[config.mk]
export PLATFORM = sky130hd
export DESIGN_NAME = uart_tx_arbiter
export DESIGN_NICKNAME = d
export VERILOG_FILES = /design/src/rtl/uart_tx_arbiter.sv
export SDC_FILE = /design/constraint.sdc
export NUM_CORES = 1
export LEC_CHECK = 0
export CELL_PAD_IN_SITES_DETAIL_PLACEMENT = 1
export CELL_PAD_IN_SITES_GLOBAL_PLACEMENT = 2
export CORE_UTILIZATION = 27
export CTS_CLUSTER_DIAMETER = 100
export DETAILED_ROUTE_END_ITERATION = 8
export GPL_TIMING_DRIVEN = 0
export PLACE_DENSITY = 0.86
export SLEW_MARGIN = 40
export SYNTH_ARGS = -nofsm -noshare
export SYNTH_HDL_FRONTEND = slang
export SYNTH_SLANG_ARGS = --single-unit
[constraint.sdc]
create_clock -name clk_in -period 2.7 [get_ports clk_in]
set_input_delay 0.54 -clock clk_in [delete_from_list [all_inputs] [get_ports clk_in]]
set_output_delay 0.54 -clock clk_in [all_outputs]
set_load 0.1 [all_outputs]
[src/rtl/uart_tx_arbiter.sv]
// Round-robin arbiter that funnels NREQ byte streams into a shared TX FIFO,
// plus the pop side that feeds one byte at a time to a uart_tx serializer.
module uart_tx_arbiter #(
  parameter int NREQ    = 3,
  parameter int MAX_PKT = 16
) (
  input  logic              clk_in,
  input  logic              rst,
  input  logic [NREQ-1:0]   req_valid,
  input  logic [8*NREQ-1:0] req_data,
  input  logic [NREQ-1:0]   req_last,
  output logic [NREQ-1:0]   req_ready,
  output logic [NREQ-1:0]   grant,
  output logic [7:0]        fifo_din,
  output logic              fifo_wr_en,
  input  logic              fifo_full,
  input  logic              fifo_almost_full,
  input  logic              fifo_empty,
  output logic              fifo_rd_en,
  input  logic              tx_finish,
  output logic              overflow_err,
  output logic              pkt_len_err
);

  localparam int IDXW = (NREQ > 1) ? $clog2(NREQ) : 1;
  localparam int CNTW = $clog2(MAX_PKT + 1);
  localparam logic [NREQ-1:0] GRANT_ONE = NREQ'(1);

  typedef enum logic {W_IDLE, W_XFER} w_state_t;
  typedef enum logic {R_IDLE, R_WAIT} r_state_t;

  w_state_t        w_state;
  r_state_t        r_state;
  logic [1:0]      rst_sync;
  logic            run_ok;
  logic [IDXW-1:0] last_granted;
  logic [IDXW-1:0] gidx;
  logic [IDXW-1:0] next_idx;
  logic            next_found;
  logic [CNTW-1:0] byte_cnt;
  logic [CNTW-1:0] cnt_next;
  logic [7:0]      sel_byte;
  logic            accept;
  logic            pkt_end;

  // Reset assertion is immediate; release is held off two clocks so both FSMs
  // leave idle on a clean edge.
  always_ff @(posedge clk_in or negedge rst) begin
    if (!rst) rst_sync <= 2'b00;
    else      rst_sync <= {rst_sync[0], 1'b1};
  end

  assign run_ok = rst_sync[1];

  always_comb begin
    int cand;
    cand       = 0;
    next_idx   = '0;
    next_found = 1'b0;
    for (int k = 1; k <= NREQ; k++) begin
      cand = (int'(last_granted) + k) % NREQ;
      if (!next_found && req_valid[cand]) begin
        next_found = 1'b1;
        next_idx   = IDXW'(cand);
      end
    end
  end

  assign req_ready = (w_state == W_XFER && !fifo_almost_full && !fifo_full) ? grant : '0;
  assign sel_byte  = req_data[{gidx, 3'b000} +: 8];
  assign accept    = (w_state == W_XFER) && |(req_valid & req_ready);
  assign cnt_next  = byte_cnt + CNTW'(1);
  assign pkt_end   = req_last[gidx] || (cnt_next == CNTW'(MAX_PKT));

  // A packet that hits MAX_PKT without req_last is cut there; the requester's
  // remaining bytes compete again as a fresh packet.
  always_ff @(posedge clk_in or negedge rst) begin
    if (!rst) begin
      w_state      <= W_IDLE;
      grant        <= '0;
      gidx         <= '0;
      last_granted <= IDXW'(NREQ - 1);
      byte_cnt     <= '0;
      fifo_din     <= '0;
      fifo_wr_en   <= 1'b0;
      overflow_err <= 1'b0;
      pkt_len_err  <= 1'b0;
    end else begin
      fifo_wr_en <= 1'b0;
      if (fifo_wr_en && fifo_full) overflow_err <= 1'b1;
      case (w_state)
        W_IDLE: begin
          if (run_ok && next_found) begin
            grant    <= GRANT_ONE << next_idx;
            gidx     <= next_idx;
            byte_cnt <= '0;
            w_state  <= W_XFER;
          end
        end
        W_XFER: begin
          if (accept) begin
            fifo_din   <= sel_byte;
            fifo_wr_en <= 1'b1;
            byte_cnt   <= cnt_next;
            if (pkt_end) begin
              w_state      <= W_IDLE;
              grant        <= '0;
              last_granted <= gidx;
              byte_cnt     <= '0;
              if (!req_last[gidx]) pkt_len_err <= 1'b1;
            end
          end
        end
      endcase
    end
  end

  // The pop is combinational so it lands in the very cycle after tx_finish.
  assign fifo_rd_en = run_ok && (r_state == R_IDLE) && !fifo_empty;

  always_ff @(posedge clk_in or negedge rst) begin
    if (!rst) begin
      r_state <= R_IDLE;
    end else begin
      case (r_state)
        R_IDLE: if (fifo_rd_en) r_state <= R_WAIT;
        R_WAIT: if (tx_finish)  r_state <= R_IDLE;
      endcase
    end
  end

endmodule

# Yosys cells after proc, flatten, opt, wreduce, memory -nomap -nowiden
# Cells that the tools add are included.
[word_totals]
regBits = 27
input_bits = 36
out_inout_bits = 18
word_cells = 89
[classes]
add_sub_neg = 4
n_div = 3
n_lt_le_gt_ge = 4
n_eq_ne = 4
shifts = 2
muxes = 35
bitwise = 4
reduce_logical = 22
[ops]
columns = ["op", "count"]
rows = [
  ["less-than comparator 32 x 4 -> 1 bit, second input constant", 3],
  ["modulo 32 x 3 -> 32 bit, second input constant", 3],
  ["variable part select 24 x 6 -> 8 bit", 1],
  ["two-way mux 1 bit", 17],
  ["two-way mux 5 bit", 3],
  ["two-way mux 3 bit", 4],
  ["case mux 5 bit (2 select lines)", 1],
  ["logical AND 1 bit", 9],
  ["binary-select mux 1 bit (select 2 bit)", 4],
  ["adder 2 x 2 -> 3 bit, second input constant", 2],
  ["two-way mux 2 bit", 3],
  ["case mux 3 bit (2 select lines)", 1],
  ["AND reduction 2 bit", 3],
  ["AND reduction 3 bit", 2],
  ["adder 5 x 1 -> 5 bit, second input constant", 1],
  ["== test 5 bit, second input constant", 1],
  ["zero test 1 bit", 5],
  ["!= test 2 x 1 -> 1 bit, second input constant", 2],
  ["case mux 1 bit (2 select lines)", 2],
  ["AND reduction 4 bit", 1],
  ["adder 2 x 1 -> 3 bit, second input constant", 1],
  ["bitwise AND 3 bit", 1],
  ["less-than comparator 2 x 3 -> 1 bit, second input constant", 1],
  ["inverter 1 bit", 3],
  ["4 further kinds", 4],
]

# Longest topological paths before layout
[depth]
word_depth = 15
depth_mapped = 8
depth_no_buf = 7

# Worst setup path after synthesis
# No wires, ideal clock.
[synth_timing]
kind = "input to output"
startpoint = "input port fifo_empty"
endpoint = "output port fifo_rd_en"
t_arrival_ps = 2782
t_required_ps = 2160
path_slack_ps = -622
path_stages = 1
path_buffers = 0
cell_sequence = "nor3b_1"
[synth_between]
elab_chain_len = 2
[synth_lines]
columns = ["element", "line", "text"]
rows = [
  ["start, declared", "18", "input logic fifo_empty,"],
  ["zero test 1 bit", "119", "assign fifo_rd_en = run_ok && (r_state == R_IDLE) && !fifo_empty;"],
  ["logical AND 1 bit", "119", ""],
  ["end, declared", "19", "output logic fifo_rd_en,"],
]
# No other way between the ends.

# Worst setup path in the final report
[layout_timing]
startpoint = "input port fifo_full"
endpoint = "output port req_ready[1]"
[layout_between]
elab_chain_len = 3
[layout_lines]
columns = ["element", "line", "text"]
rows = [
  ["start, declared", "16", "input logic fifo_full,"],
  ["zero test 1 bit", "69", "assign req_ready = (w_state == W_XFER && !fifo_almost_full && !fifo_full) ? grant : '0;"],
  ["logical AND 1 bit", "69", ""],
  ["two-way mux 3 bit", "69", ""],
  ["end, declared", "12", "output logic [NREQ-1:0] req_ready,"],
]
# No other way between the ends.

==> flow_metrics.env <==
export IMPL_syn_inst=161
export IMPL_cts_root_buf="clkbuf_8"
export IMPL_place_congestion=0.7830
export IMPL_multi_input_area_um2=884.6
export IMPL_p_leak_nw=0.9676
export IMPL_start_util=0.2865
export IMPL_arrival_ns=1.84
export IMPL_max_cap_viol_count=0
export IMPL_die_w_um=79.38
export IMPL_postSynthAreaPerCell_um2=10.04
export IMPL_finish_instance_area_mm2=0.002192
export IMPL_worstSetupStartpointType="input pin"
export IMPL_rows=27
export IMPL_rsz0062_at_grt="no"
export IMPL_status="completed"
export IMPL_max_slew_margin=0.5737
export IMPL_slew_viol_final=0
export IMPL_power_density_mw_per_mm2=1142
export IMPL_synth_compound_area_frac=0.2399
export IMPL_async_flop_share=1.000
export IMPL_final_antenna_net_count=0
export IMPL_internal_power_w=0.001086
export IMPL_synthTopCellsByArea="dfrtp_1, mux2i_1, o21ai_0"
export IMPL_netlist_area_leader_share=0.4025
export IMPL_clk_pin_slew_ns=0.09
export IMPL_synthAdderAreaFrac=0.03870
export IMPL_finalCriticalPeriod_ns=2.382
export IMPL_numPortBuffers=53
export IMPL_crit_buf_inv=2
export IMPL_cts_repair_resized=0
export IMPL_wl_um=4258
export IMPL_n_antenna_cell=0
export IMPL_crit_path_end_kind="output pin"
export IMPL_clkPwrFrac=0.092
export IMPL_grt_pass1_vias=1421
export IMPL_dr_total_vias=1427
export IMPL_fin_setup_tns_ns=0
export IMPL_fin_nets=260
export IMPL_drt_iter0_markers=23
export IMPL_synth_top_area_cell="dfrtp_1"
export IMPL_num_fill_cells=662
export IMPL_yosysWarningCount=0
export IMPL_grt_usage=0.1434
export IMPL_io_pins=54
export IMPL_max_stage_delay_ns=0.43
export IMPL_fmax_mhz=419.9
export IMPL_synth_most_common_cell="dfrtp_1"
export IMPL_vdd_ir_drop_max_mv=0.5002
export IMPL_dpl_instance_area_mm2=0.002147
export IMPL_viasPerCell=4.921
export IMPL_worstSetupPathType="in2out"
export IMPL_antenna_found_initial=0
export IMPL_final_layout_size_suffix_gt1_frac=0.1881
export IMPL_syn_area_mm2=0.001617
export IMPL_clk_path_buf_depth=2
export IMPL_dp_hpwl_um=3308
export IMPL_holdWs_ns=0.2723
export IMPL_worst_pin_slew_ns=0.6395
export IMPL_comb_power_share=0.636
export IMPL_swShare=0.5664
export IMPL_synthMuxAreaShare=0.09133
export IMPL_grt_start_max_net_pins=28
export IMPL_synth_seq_cells=27
export IMPL_syn_num_nets=202
export IMPL_holdCritPathClass="in2async"
export IMPL_cp_data_required_time_ns=2.16
export IMPL_yosys_area_share_simple=0.1718
export IMPL_synth_top_family_by_area="compound AO/OA/AOI/OAI gates"
export IMPL_cts_hold_buf=0
export IMPL_grt_pass1_wl_um=7044
export IMPL_p_total_w=0.002504
export IMPL_finalClockSkew_ns=0.009236
export IMPL_drt_pass1_iterations=4
export IMPL_final_hold_viol_count=0
export IMPL_clk_latency_ns=0.27
export IMPL_setup_viol=0
export IMPL_grt_overflow_total=0
export IMPL_regArea_um2=676.9
export IMPL_cts_tree="done"
export IMPL_synth_cell_types=44
export IMPL_dieArea_mm2=0.006300
export IMPL_synth_common_cells="dfrtp_1, nand2_1, o21ai_0"
export IMPL_synth_flop_cell="dfrtp_1"
export IMPL_syn_to_final_growth_pct=35.60
export IMPL_crit_slowest_cell="clkdlybuf4s50_1"
export IMPL_htreeDepth=1
export IMPL_crit_fanout=4
export IMPL_cts_buffers=3
export IMPL_core_area_mm2=0.005642
export IMPL_path_delay_family="buffers and inverters"
export IMPL_synth_seq_area_share=0.4187
export IMPL_cts_setup_buffers=0
export IMPL_die_h_um=79.38
export IMPL_cts_sink_count=27
export IMPL_path_cells="clkdlybuf4s50_1, nor3b_2, and2_1, buf_2"
export IMPL_synth_edff_count=0
export IMPL_synth_xor_area_frac=0
export IMPL_power_switching_w=0.001418
export IMPL_seq_power_share=0.271
export IMPL_finalCritPeriodShare=0.8821
export IMPL_post_drt_wl_per_cell_um=14.68
export IMPL_drc=0
layer usage:
layer  GRT usage  up-vias  wire length [um]
li1            -      696                 -
met1      0.1929      698              1929
met2      0.2388       28              2152
met3     0.02514        5               144
met4     0.03273        0                32
met5           0        -                 0
layout make-up:
| class | count | share of cell area |
|---|---|---|
| flip-flops and latches | 27 | 0.3088 |
| inverters | 8 | 0.01370 |
| plain buffers | 5 | 0.01370 |
| clock buffers | 4 | 0.02055 |
| multi-input cells | 121 | 0.4035 |
| well taps | 72 | 0.04110 |
| repair buffers | 53 | 0.1986 |
through the flow:
step           cells  utilization  setup WS (ns)
3_5_place_dp     286       0.3806         0.2079
6_report         290       0.3886         0.3184
3_3_place_gp     286       0.3974        -0.4154
5_1_grt          290       0.3886         0.2058
2_1_floorplan    161            -         0.3500
4_1_cts          290       0.3886         0.2965
power groups by stage:
stage,clock (W),sequential [W],combinational (W)
after floorplan,0,0.00133,0.000625
after global placement,0,0.000688,0.00168
after detailed placement,0,0.000691,0.00161
after CTS,0.000246,0.000682,0.00161
after global routing,0.000258,0.000704,0.00170
final,0.000231,0.000679,0.00159
worst paths after layout:
| check | from | endpoint | slack (ns) | cells past startpoint |
|---|---|---|---|---|
| max | fifo_full | req_ready[1] | 0.32 | 4 |
| min | rst | r_state$_DFF_PN0_ | 0.27 | 1 |
| max reg2reg | last_granted[1]$_DFFE_PN1P_ | byte_cnt[4]$_DFFE_PN0P_ | 0.46 | 8 |
| min reg2reg | rst_sync[0]$_DFF_PN0_ | rst_sync[1]$_DFF_PN0_ | 0.36 | 0 |
| min in group clk_in | rst_sync[0]$_DFF_PN0_ | rst_sync[1]$_DFF_PN0_ | 0.36 | 0 |
| max in group asynchronous | rst | fifo_din[2]$_DFFE_PN0P_ | 2.00 | 1 |
sequential cells by signal (all words and copies together), names as in the netlist:
signal	flops
fifo_din	8
byte_cnt	5
grant	3
gidx	2
last_granted	2
rst_sync	2
fifo_wr_en	1
overflow_err	1
pkt_len_err	1
r_state	1
w_state	1
worst register-to-register path, delay by kind of cell, from the launching register on:
kind / cells / cell delay, ns
compound gates: 4 / 0.90
fa+ha+maj: 1 / 0.24
buf+inv: 2 / 0.24
flops: 1 / 0.57
simple gates: 1 / 0.20
cell families after synthesis:
kind of cell               Yosys count
DFF                                 27
other                                1
and+or+nand+nor                     51
adders and majority gates            5
muxes                               14
AOI/OAI and AO/OA                   50
buffers and inverters               13
cell usage in the layout, fill, tap and decap left out, types with 2 or more instances in the layout:
| cell type | instances |
|---|---|
| clkdlybuf4s50_1 | 34 |
| dfrtp_1 | 26 |
| buf_2 | 22 |
| nand2_1 | 16 |
| o21ai_0 | 13 |
| mux2i_1 | 11 |
| nor2_1 | 9 |
| a21oi_1 | 9 |
| inv_1 | 7 |
| and2_1 | 6 |
| nand2b_1 | 5 |
| ha_1 | 5 |
| o41ai_1 | 4 |
| nand3b_1 | 3 |
| o211ai_1 | 3 |
| nor2b_1 | 3 |
| o21a_1 | 3 |
| clkbuf_8 | 3 |
| nor3b_2 | 2 |
| o311ai_4 | 2 |
| a31oi_1 | 2 |
| a21o_1 | 2 |
| o2bb2ai_1 | 2 |
| a22o_1 | 2 |
| clkbuf_1 | 2 |
| mux2_2 | 2 |
No activity file was read; power rests on OpenSTA's default activity.
